### src/rtl/debug_controller_if.sv
// rtl/debug_controller_if.sv - host-link, instruction-load, run-control and dump-read signals of the debug controller
interface debug_controller_if #(
  parameter int PC_BITS          = 11,
  parameter int INSTRUCTION_BITS = 32,
  parameter int PROC_BITS        = 32,
  parameter int DATA_ADDRS_BITS  = 11
);
  logic [7:0]                  i_rx_data;
  logic                        i_rx_valid;
  logic [7:0]                  o_tx_data;
  logic                        o_tx_valid;
  logic                        i_tx_ready;
  logic                        i_halt;
  logic                        o_enable;
  logic                        o_write_inst_mem;
  logic [PC_BITS-1:0]          o_inst_mem_addr;
  logic [INSTRUCTION_BITS-1:0] o_inst_mem_data;
  logic                        o_debug_read_data;
  logic [DATA_ADDRS_BITS-1:0]  o_debug_read_address;
  logic [PROC_BITS-1:0]        i_mem_data;

  modport slave (
    input  i_rx_data, i_rx_valid, i_tx_ready, i_halt, i_mem_data,
    output o_tx_data, o_tx_valid, o_enable, o_write_inst_mem,
           o_inst_mem_addr, o_inst_mem_data, o_debug_read_data, o_debug_read_address
  );

  modport master (
    output i_rx_data, i_rx_valid, i_tx_ready, i_halt, i_mem_data,
    input  o_tx_data, o_tx_valid, o_enable, o_write_inst_mem,
           o_inst_mem_addr, o_inst_mem_data, o_debug_read_data, o_debug_read_address
  );
endinterface

### src/rtl/debug_controller.sv
// rtl/debug_controller.sv - byte-command debug unit: program load, run/step control, cycle count and memory dump
module debug_controller #(
  parameter int                          PC_BITS          = 11,
  parameter int                          INSTRUCTION_BITS = 32,
  parameter int                          PROC_BITS        = 32,
  parameter int                          DATA_ADDRS_BITS  = 11,
  parameter int                          DUMP_WORDS       = 16,
  parameter logic [INSTRUCTION_BITS-1:0] HALT_INSTR       = 32'hFC000000
) (
  input  logic              clk,
  input  logic              rst,
  debug_controller_if.slave bus
);

  localparam int WIDX_BITS = $clog2(DUMP_WORDS + 1);

  typedef enum logic [3:0] {
    IDLE, LOAD, LOAD_WR, RUN, STEP_WAIT, STEP_EXEC,
    DUMP_CNT, DUMP_REQ, DUMP_SEND, DUMP_DONE
  } state_e;

  state_e                      state_q, state_d;
  logic [PC_BITS-1:0]          load_addr_q, load_addr_d;
  logic [1:0]                  byte_cnt_q, byte_cnt_d;
  logic [INSTRUCTION_BITS-1:0] instr_q, instr_d;
  logic [31:0]                 cycle_q, cycle_d;
  logic [WIDX_BITS-1:0]        word_idx_q, word_idx_d;
  logic [PROC_BITS-1:0]        shift_q, shift_d;
  logic [1:0]                  tx_cnt_q, tx_cnt_d;
  logic                        pending_q, pending_d;
  logic                        from_run_q, from_run_d;
  logic                        enable;

  always_comb begin
    state_d     = state_q;
    load_addr_d = load_addr_q;
    byte_cnt_d  = byte_cnt_q;
    instr_d     = instr_q;
    cycle_d     = cycle_q;
    word_idx_d  = word_idx_q;
    shift_d     = shift_q;
    tx_cnt_d    = tx_cnt_q;
    pending_d   = pending_q;
    from_run_d  = from_run_q;
    enable      = 1'b0;
    bus.o_tx_data            = '0;
    bus.o_tx_valid           = 1'b0;
    bus.o_write_inst_mem     = 1'b0;
    bus.o_inst_mem_addr      = '0;
    bus.o_inst_mem_data      = '0;
    bus.o_debug_read_data    = 1'b0;
    bus.o_debug_read_address = '0;

    case (state_q)
      IDLE: begin
        if (bus.i_rx_valid) begin
          case (bus.i_rx_data)
            8'h4C: begin
              load_addr_d = '0;
              byte_cnt_d  = '0;
              state_d     = LOAD;
            end
            8'h43: begin
              cycle_d    = '0;
              from_run_d = 1'b1;
              state_d    = RUN;
            end
            8'h53: begin
              cycle_d    = '0;
              from_run_d = 1'b0;
              state_d    = STEP_WAIT;
            end
            default: ;
          endcase
        end
      end
      LOAD: begin
        if (bus.i_rx_valid) begin
          instr_d    = {instr_q[INSTRUCTION_BITS-9:0], bus.i_rx_data};
          byte_cnt_d = byte_cnt_q + 2'd1;
          if (byte_cnt_q == 2'd3) state_d = LOAD_WR;
        end
      end
      LOAD_WR: begin
        bus.o_write_inst_mem = 1'b1;
        bus.o_inst_mem_addr  = load_addr_q;
        bus.o_inst_mem_data  = instr_q;
        load_addr_d          = load_addr_q + 1'b1;
        byte_cnt_d           = '0;
        state_d              = (instr_q == HALT_INSTR) ? IDLE : LOAD;
      end
      RUN: begin
        enable = 1'b1;
        if (bus.i_halt) state_d = DUMP_CNT;
      end
      STEP_WAIT: begin
        if (bus.i_rx_valid) begin
          if (bus.i_rx_data == 8'h4E)      state_d = STEP_EXEC;
          else if (bus.i_rx_data == 8'h45) state_d = IDLE;
        end
      end
      STEP_EXEC: begin
        enable  = 1'b1;
        state_d = DUMP_CNT;
      end
      DUMP_CNT: begin
        shift_d    = PROC_BITS'(cycle_q);
        tx_cnt_d   = '0;
        word_idx_d = '0;
        pending_d  = 1'b0;
        state_d    = DUMP_SEND;
      end
      DUMP_REQ: begin
        bus.o_debug_read_data    = 1'b1;
        bus.o_debug_read_address = DATA_ADDRS_BITS'(word_idx_q);
        word_idx_d               = word_idx_q + 1'b1;
        pending_d                = 1'b1;
        tx_cnt_d                 = '0;
        state_d                  = DUMP_SEND;
      end
      DUMP_SEND: begin
        // The first cycle after a read request only captures the memory word.
        if (pending_q) begin
          shift_d   = bus.i_mem_data;
          pending_d = 1'b0;
        end else begin
          bus.o_tx_valid = 1'b1;
          bus.o_tx_data  = shift_q[PROC_BITS-1 -: 8];
          if (bus.i_tx_ready) begin
            shift_d  = {shift_q[PROC_BITS-9:0], 8'h00};
            tx_cnt_d = tx_cnt_q + 2'd1;
            if (tx_cnt_q == 2'd3)
              state_d = (word_idx_q == WIDX_BITS'(DUMP_WORDS)) ? DUMP_DONE : DUMP_REQ;
          end
        end
      end
      DUMP_DONE: begin
        state_d = (from_run_q || bus.i_halt) ? IDLE : STEP_WAIT;
      end
      default: state_d = IDLE;
    endcase

    if (enable && (cycle_q != 32'hFFFFFFFF)) cycle_d = cycle_q + 32'd1;
    bus.o_enable = enable;
  end

  always_ff @(posedge clk) begin
    if (rst) begin
      state_q     <= IDLE;
      load_addr_q <= '0;
      byte_cnt_q  <= '0;
      instr_q     <= '0;
      cycle_q     <= '0;
      word_idx_q  <= '0;
      shift_q     <= '0;
      tx_cnt_q    <= '0;
      pending_q   <= 1'b0;
      from_run_q  <= 1'b0;
    end else begin
      state_q     <= state_d;
      load_addr_q <= load_addr_d;
      byte_cnt_q  <= byte_cnt_d;
      instr_q     <= instr_d;
      cycle_q     <= cycle_d;
      word_idx_q  <= word_idx_d;
      shift_q     <= shift_d;
      tx_cnt_q    <= tx_cnt_d;
      pending_q   <= pending_d;
      from_run_q  <= from_run_d;
    end
  end

endmodule
### src/flat_wrapper.sv
// flat-port wrapper written by rule: the top's interface ports become plain ports
module debug_controller_flat 
#(
  parameter int                          PC_BITS          = 11,
  parameter int                          INSTRUCTION_BITS = 32,
  parameter int                          PROC_BITS        = 32,
  parameter int                          DATA_ADDRS_BITS  = 11,
  parameter int                          DUMP_WORDS       = 16,
  parameter logic [INSTRUCTION_BITS-1:0] HALT_INSTR       = 32'hFC000000
)
  (clk, rst, bus_i_rx_data, bus_i_rx_valid, bus_i_tx_ready, bus_i_halt, bus_i_mem_data, bus_o_tx_data, bus_o_tx_valid, bus_o_enable, bus_o_write_inst_mem, bus_o_inst_mem_addr, bus_o_inst_mem_data, bus_o_debug_read_data, bus_o_debug_read_address);
  debug_controller_if #(.PC_BITS(PC_BITS), .INSTRUCTION_BITS(INSTRUCTION_BITS), .PROC_BITS(PROC_BITS), .DATA_ADDRS_BITS(DATA_ADDRS_BITS)) bus_i ();
  input  logic clk;
  input  logic rst;
  input wire logic [$bits(bus_i.i_rx_data)-1:0] bus_i_rx_data;
  input wire logic [$bits(bus_i.i_rx_valid)-1:0] bus_i_rx_valid;
  input wire logic [$bits(bus_i.i_tx_ready)-1:0] bus_i_tx_ready;
  input wire logic [$bits(bus_i.i_halt)-1:0] bus_i_halt;
  input wire logic [$bits(bus_i.i_mem_data)-1:0] bus_i_mem_data;
  output wire logic [$bits(bus_i.o_tx_data)-1:0] bus_o_tx_data;
  output wire logic [$bits(bus_i.o_tx_valid)-1:0] bus_o_tx_valid;
  output wire logic [$bits(bus_i.o_enable)-1:0] bus_o_enable;
  output wire logic [$bits(bus_i.o_write_inst_mem)-1:0] bus_o_write_inst_mem;
  output wire logic [$bits(bus_i.o_inst_mem_addr)-1:0] bus_o_inst_mem_addr;
  output wire logic [$bits(bus_i.o_inst_mem_data)-1:0] bus_o_inst_mem_data;
  output wire logic [$bits(bus_i.o_debug_read_data)-1:0] bus_o_debug_read_data;
  output wire logic [$bits(bus_i.o_debug_read_address)-1:0] bus_o_debug_read_address;
  assign bus_i.i_rx_data = bus_i_rx_data;
  assign bus_i.i_rx_valid = bus_i_rx_valid;
  assign bus_i.i_tx_ready = bus_i_tx_ready;
  assign bus_i.i_halt = bus_i_halt;
  assign bus_i.i_mem_data = bus_i_mem_data;
  assign bus_o_tx_data = bus_i.o_tx_data;
  assign bus_o_tx_valid = bus_i.o_tx_valid;
  assign bus_o_enable = bus_i.o_enable;
  assign bus_o_write_inst_mem = bus_i.o_write_inst_mem;
  assign bus_o_inst_mem_addr = bus_i.o_inst_mem_addr;
  assign bus_o_inst_mem_data = bus_i.o_inst_mem_data;
  assign bus_o_debug_read_data = bus_i.o_debug_read_data;
  assign bus_o_debug_read_address = bus_i.o_debug_read_address;
  debug_controller #(.PC_BITS(PC_BITS), .INSTRUCTION_BITS(INSTRUCTION_BITS), .PROC_BITS(PROC_BITS), .DATA_ADDRS_BITS(DATA_ADDRS_BITS), .DUMP_WORDS(DUMP_WORDS), .HALT_INSTR(HALT_INSTR)) u_core (.clk(clk), .rst(rst), .bus(bus_i));
endmodule
### config.mk
export PLATFORM = sky130hd
export DESIGN_NAME = debug_controller_flat
export DESIGN_NICKNAME = d
export VERILOG_FILES = /design/src/rtl/debug_controller_if.sv /design/src/rtl/debug_controller.sv /design/src/flat_wrapper.sv
export SDC_FILE = /design/constraint.sdc
export NUM_CORES = 1
export LEC_CHECK = 0
export BUFFER_PORTS_ARGS = -buffer_cell sky130_fd_sc_hd__buf_2
export CELL_PAD_IN_SITES_DETAIL_PLACEMENT = 1
export CELL_PAD_IN_SITES_GLOBAL_PLACEMENT = 1
export CORE_AREA = 2 2 135 137
export CTS_CLUSTER_SIZE = 28
export DETAILED_ROUTE_END_ITERATION = 10
export DIE_AREA = 0 0 137 139
export PLACE_DENSITY = 0.73
export SYNTH_ARGS = -nofsm -noshare
export SYNTH_HDL_FRONTEND = slang
export SYNTH_SLANG_ARGS = --single-unit
### constraint.sdc
create_clock -name clk -period 2.4 [get_ports clk]
set_clock_uncertainty 0.15 [all_clocks]
set_input_delay 0.24 -clock clk [delete_from_list [all_inputs] [get_ports clk]]
set_output_delay 0.24 -clock clk [all_outputs]
set_load 0.02 [all_outputs]
==> impl_results.md <==
* Status: complete, no violations
* Post-DP HPWL at 14.0 mm
* Slowest cell delay on critical path at 0.57 ns
* Port Buffer Count at 104
* Critical path type: flip-flop to output port
* Vias per cell at 5.46
* DP Area at 7550 um2
* Ranking of synthesized cells by area: dfxtp_1, nand2_1, and2_1, a21oi_1, mux2i_1
* Fin crit share at 96.4%
* CTS clk-pin slew, worst paths at 0.05 ns
* CTS Buf Count at 17
* Most common cell after layout, fill and taps aside: nand2_1
* Internal at 3.61 mW
* Sequential area share after synthesis at 37.3%
* Antenna Nets Post-Route at 0
* Die area at 19,000 um2
* Pwr Total at 4.62 mW
* Sink Count at 122
* Yosys warning total at 0
* Reg area at 2450 um2
* DRT iter0 DRCs at 377
* Core area at 17,700 um2
* Syn_area_per_cell at 7.91 um2
* Number of I/O pins at 111
* Largest net degree at the start of global routing at 83
* Vias in the first global route at 6,601
* Grt ovf at 0
* CTS Buffer Depth at 2
* First-pass GRT wire length at 34.1 mm
* CP endpoint kind: output port
* Most Frequent Cell on Critical Path: buf_2
* VDD IR max at 432 uV
* Router iterations before antenna repair at 4
* Final hold viol count at 0
* Vias after detailed routing at 6,598
* Gate Count Post-Synth at 827
* Crit path DAT at 1.92 ns
* Worst Tran Pin Value at 0.918 ns
* PwrDens at 550 nW/um2
* EDFF count, synth at 0
* Post-route cell area at 8390 um2
* Initial antenna violation count at 0
* Post-synth top area share at 37.3%
* Fill cells at 2,171
* P_sw at 1.00 mW
* Starting Density at 37.0%
* Placed cell count at 1,154
* Die height at 139 um
* Fin crit period at 2.31 ns
* Per-cell routed wire length at 17.2 um
* GPL Wtd Cong at 0.790
* Total GRT Usage at 22.3%
* H-tree depth at 4
* Slowest cell on crit path: or4b_4
* LEAKAGE at 3.27 nW
* Worst-path cell chain: or4b_4, nor2_4, buf_2, and2_1, buf_2
* Critical path launch point type: flip-flop
* Placement row count at 49
* Post-synthesis cell area at 6540 um2
* Number of max-cap violations at 0
* Setup violators final at 0
* Clock latency on the worst-skew pair at 0.41 ns
* Min Hold Slack at 0.0739 ns
* DRC viols at 0
* Most frequent cells in the layout: nand2_1, dfxtp_1, buf_2
* Clock share of power at 52.1%
* Main synth FF type: dfxtp_1
* Fin. max-slew vios at 0
* FF+latch count, synth at 122
* CP required at 2.01 ns
* Syn-to-layout area delta at 28.3%
* Net count reported at finish at 1,019
* Post-synthesis cell type count at 63
* CTS root buf: clkbuf_16
* Sequential power share at 44.0%
* Diodes inserted at 0
* Util after Layout at 47.5%
* Relative slew slack at 38.8%
* Multi-input logic area at 3860 um2
* Post-synth top area cell: dfxtp_1
* Fraction of layout cells with a size suffix above 1 at 22.4%
* CTS tree: built
* FMAX at 0.432 GHz
* Combinational Power Share at 3.9%
* Worst-path fanout max at 8
* Routed Wire Length at 20.7 mm
* Async SR Flop Fraction at 0%
* Die Span X at 137 um
* Post-Layout Cell Count at 1,208
* Hold Crit Class: input pin to flip-flop
* Switching Fraction at 21.7%
## cell usage after synthesis (4+ instances only)
library cell,count
mux2i_1,26
nor3b_1,14
inv_1,10
and3_1,18
xnor2_1,10
a211o_1,11
nor3_1,18
a21oi_1,71
nand3b_1,4
buf_1,5
or3_1,4
a311oi_1,12
nand3_1,34
a221o_1,11
ha_1,6
o211a_1,4
nor4b_1,7
o21ai_0,6
buf_2,10
dfxtp_1,122
and2_1,57
nor2_1,47
or2_2,4
nor4_1,10
nor2b_1,4
nand2_1,154
o211ai_1,26
o21a_1,4
a211oi_1,7
clkbuf_1,40
buf_4,7
nand4_1,15
## layer usage
| layer | up-vias | GRT usage (%) | wire length, um |
|---|---|---|---|
| met2 | 96 | 37.8 | 10400 |
| li1 | 3225 | - | - |
| met5 | - | 0 | 0 |
| met3 | 16 | 4.82 | 677 |
| met4 | 0 | 4.61 | 212 |
| met1 | 3261 | 28.9 | 9450 |
## worst paths after layout
kind / slack [ns] / depth (start not counted) / start / end
worst max-delay path: 0.09 / 5 / u_core.state_q[0] / bus_o_tx_data[2]
worst min-delay path: 0.07 / 4 / rst / u_core.cycle_q[30]
worst max register to register: 0.19 / 8 / u_core.cycle_q[1] / u_core.cycle_q[17]
worst min register to register: 0.30 / 2 / u_core.shift_q[29] / u_core.shift_q[29]
## power by group through the flow
stage	Clock [mW]	Sequential (mW)	Combinational, mW
2_1_floorplan	0	2.07	0.0827
3_5_place_dp	0	2.07	0.154
3_3_place_gp	0	2.07	0.153
5_1_grt	2.56	2.03	0.196
4_1_cts	2.45	2.03	0.177
6_report	2.41	2.03	0.180
## stage by stage
stage | worst slack, ns | setup TNS, ns
after floorplan | 0.106 | 0
after global placement | 0.196 | 0
after detailed placement | 0.123 | 0
after CTS | 0.0419 | 0
after global routing | -0.00942 | -0.0333
final | 0.0875 | 0
## critical path: cells and delay by family (launching register included)
family	cells	cell delay, ns
and+or+nand+nor	3	0.82
buffers and inverters	2	0.33
DFF	1	0.35
## cell type report
cell class / instances / share of cell area [%]
Inverter: 10 / 0.447
Timing Repair Buffer: 181 / 14.3
Multi-Input combinational cell: 636 / 46.0
Clock buffer: 22 / 5.77
Clock inverter: 8 / 0.835
Sequential cell: 122 / 29.2
Tap cell: 229 / 3.41
## registers in the layout, summed over array words and instances, names as in the netlist
name,cells
u_core.state_q,4
u_core.shift_q,32
u_core.cycle_q,32
u_core.byte_cnt_q,2
u_core.instr_q,32
u_core.pending_q,1
u_core.tx_cnt_q,2
u_core.word_idx_q,5
u_core.from_run_q,1
u_core.load_addr_q,11
## timing repair
| item | in CTS | in global routing |
|---|---|---|
| endpoints found under the hold margin | 17 | 0 |
| setup buffers | 1 | 4 |
| endpoints found under the setup margin | 12 | 70 |
| hold buffers | 17 | 0 |
| pin swaps | 0 | 3 |
| cloned | 1 | 1 |
| gates resized for setup | 6 | 11 |
## kinds of logic (layout without fill, tap and decap cells)
logic type	after synthesis	after routing	synth area share [%]
buffers and inverters	74	221	4.97
muxes	27	27	4.15
and+or+nand+nor	410	410	32.3
DFF	122	122	37.3
xor gates and xnor gates	13	13	1.74
adders and majority gates	6	6	1.15
AOI/OAI and AO/OA	174	174	18.3
other	1	6	0.0573
Power figures use the tool's default switching activity.
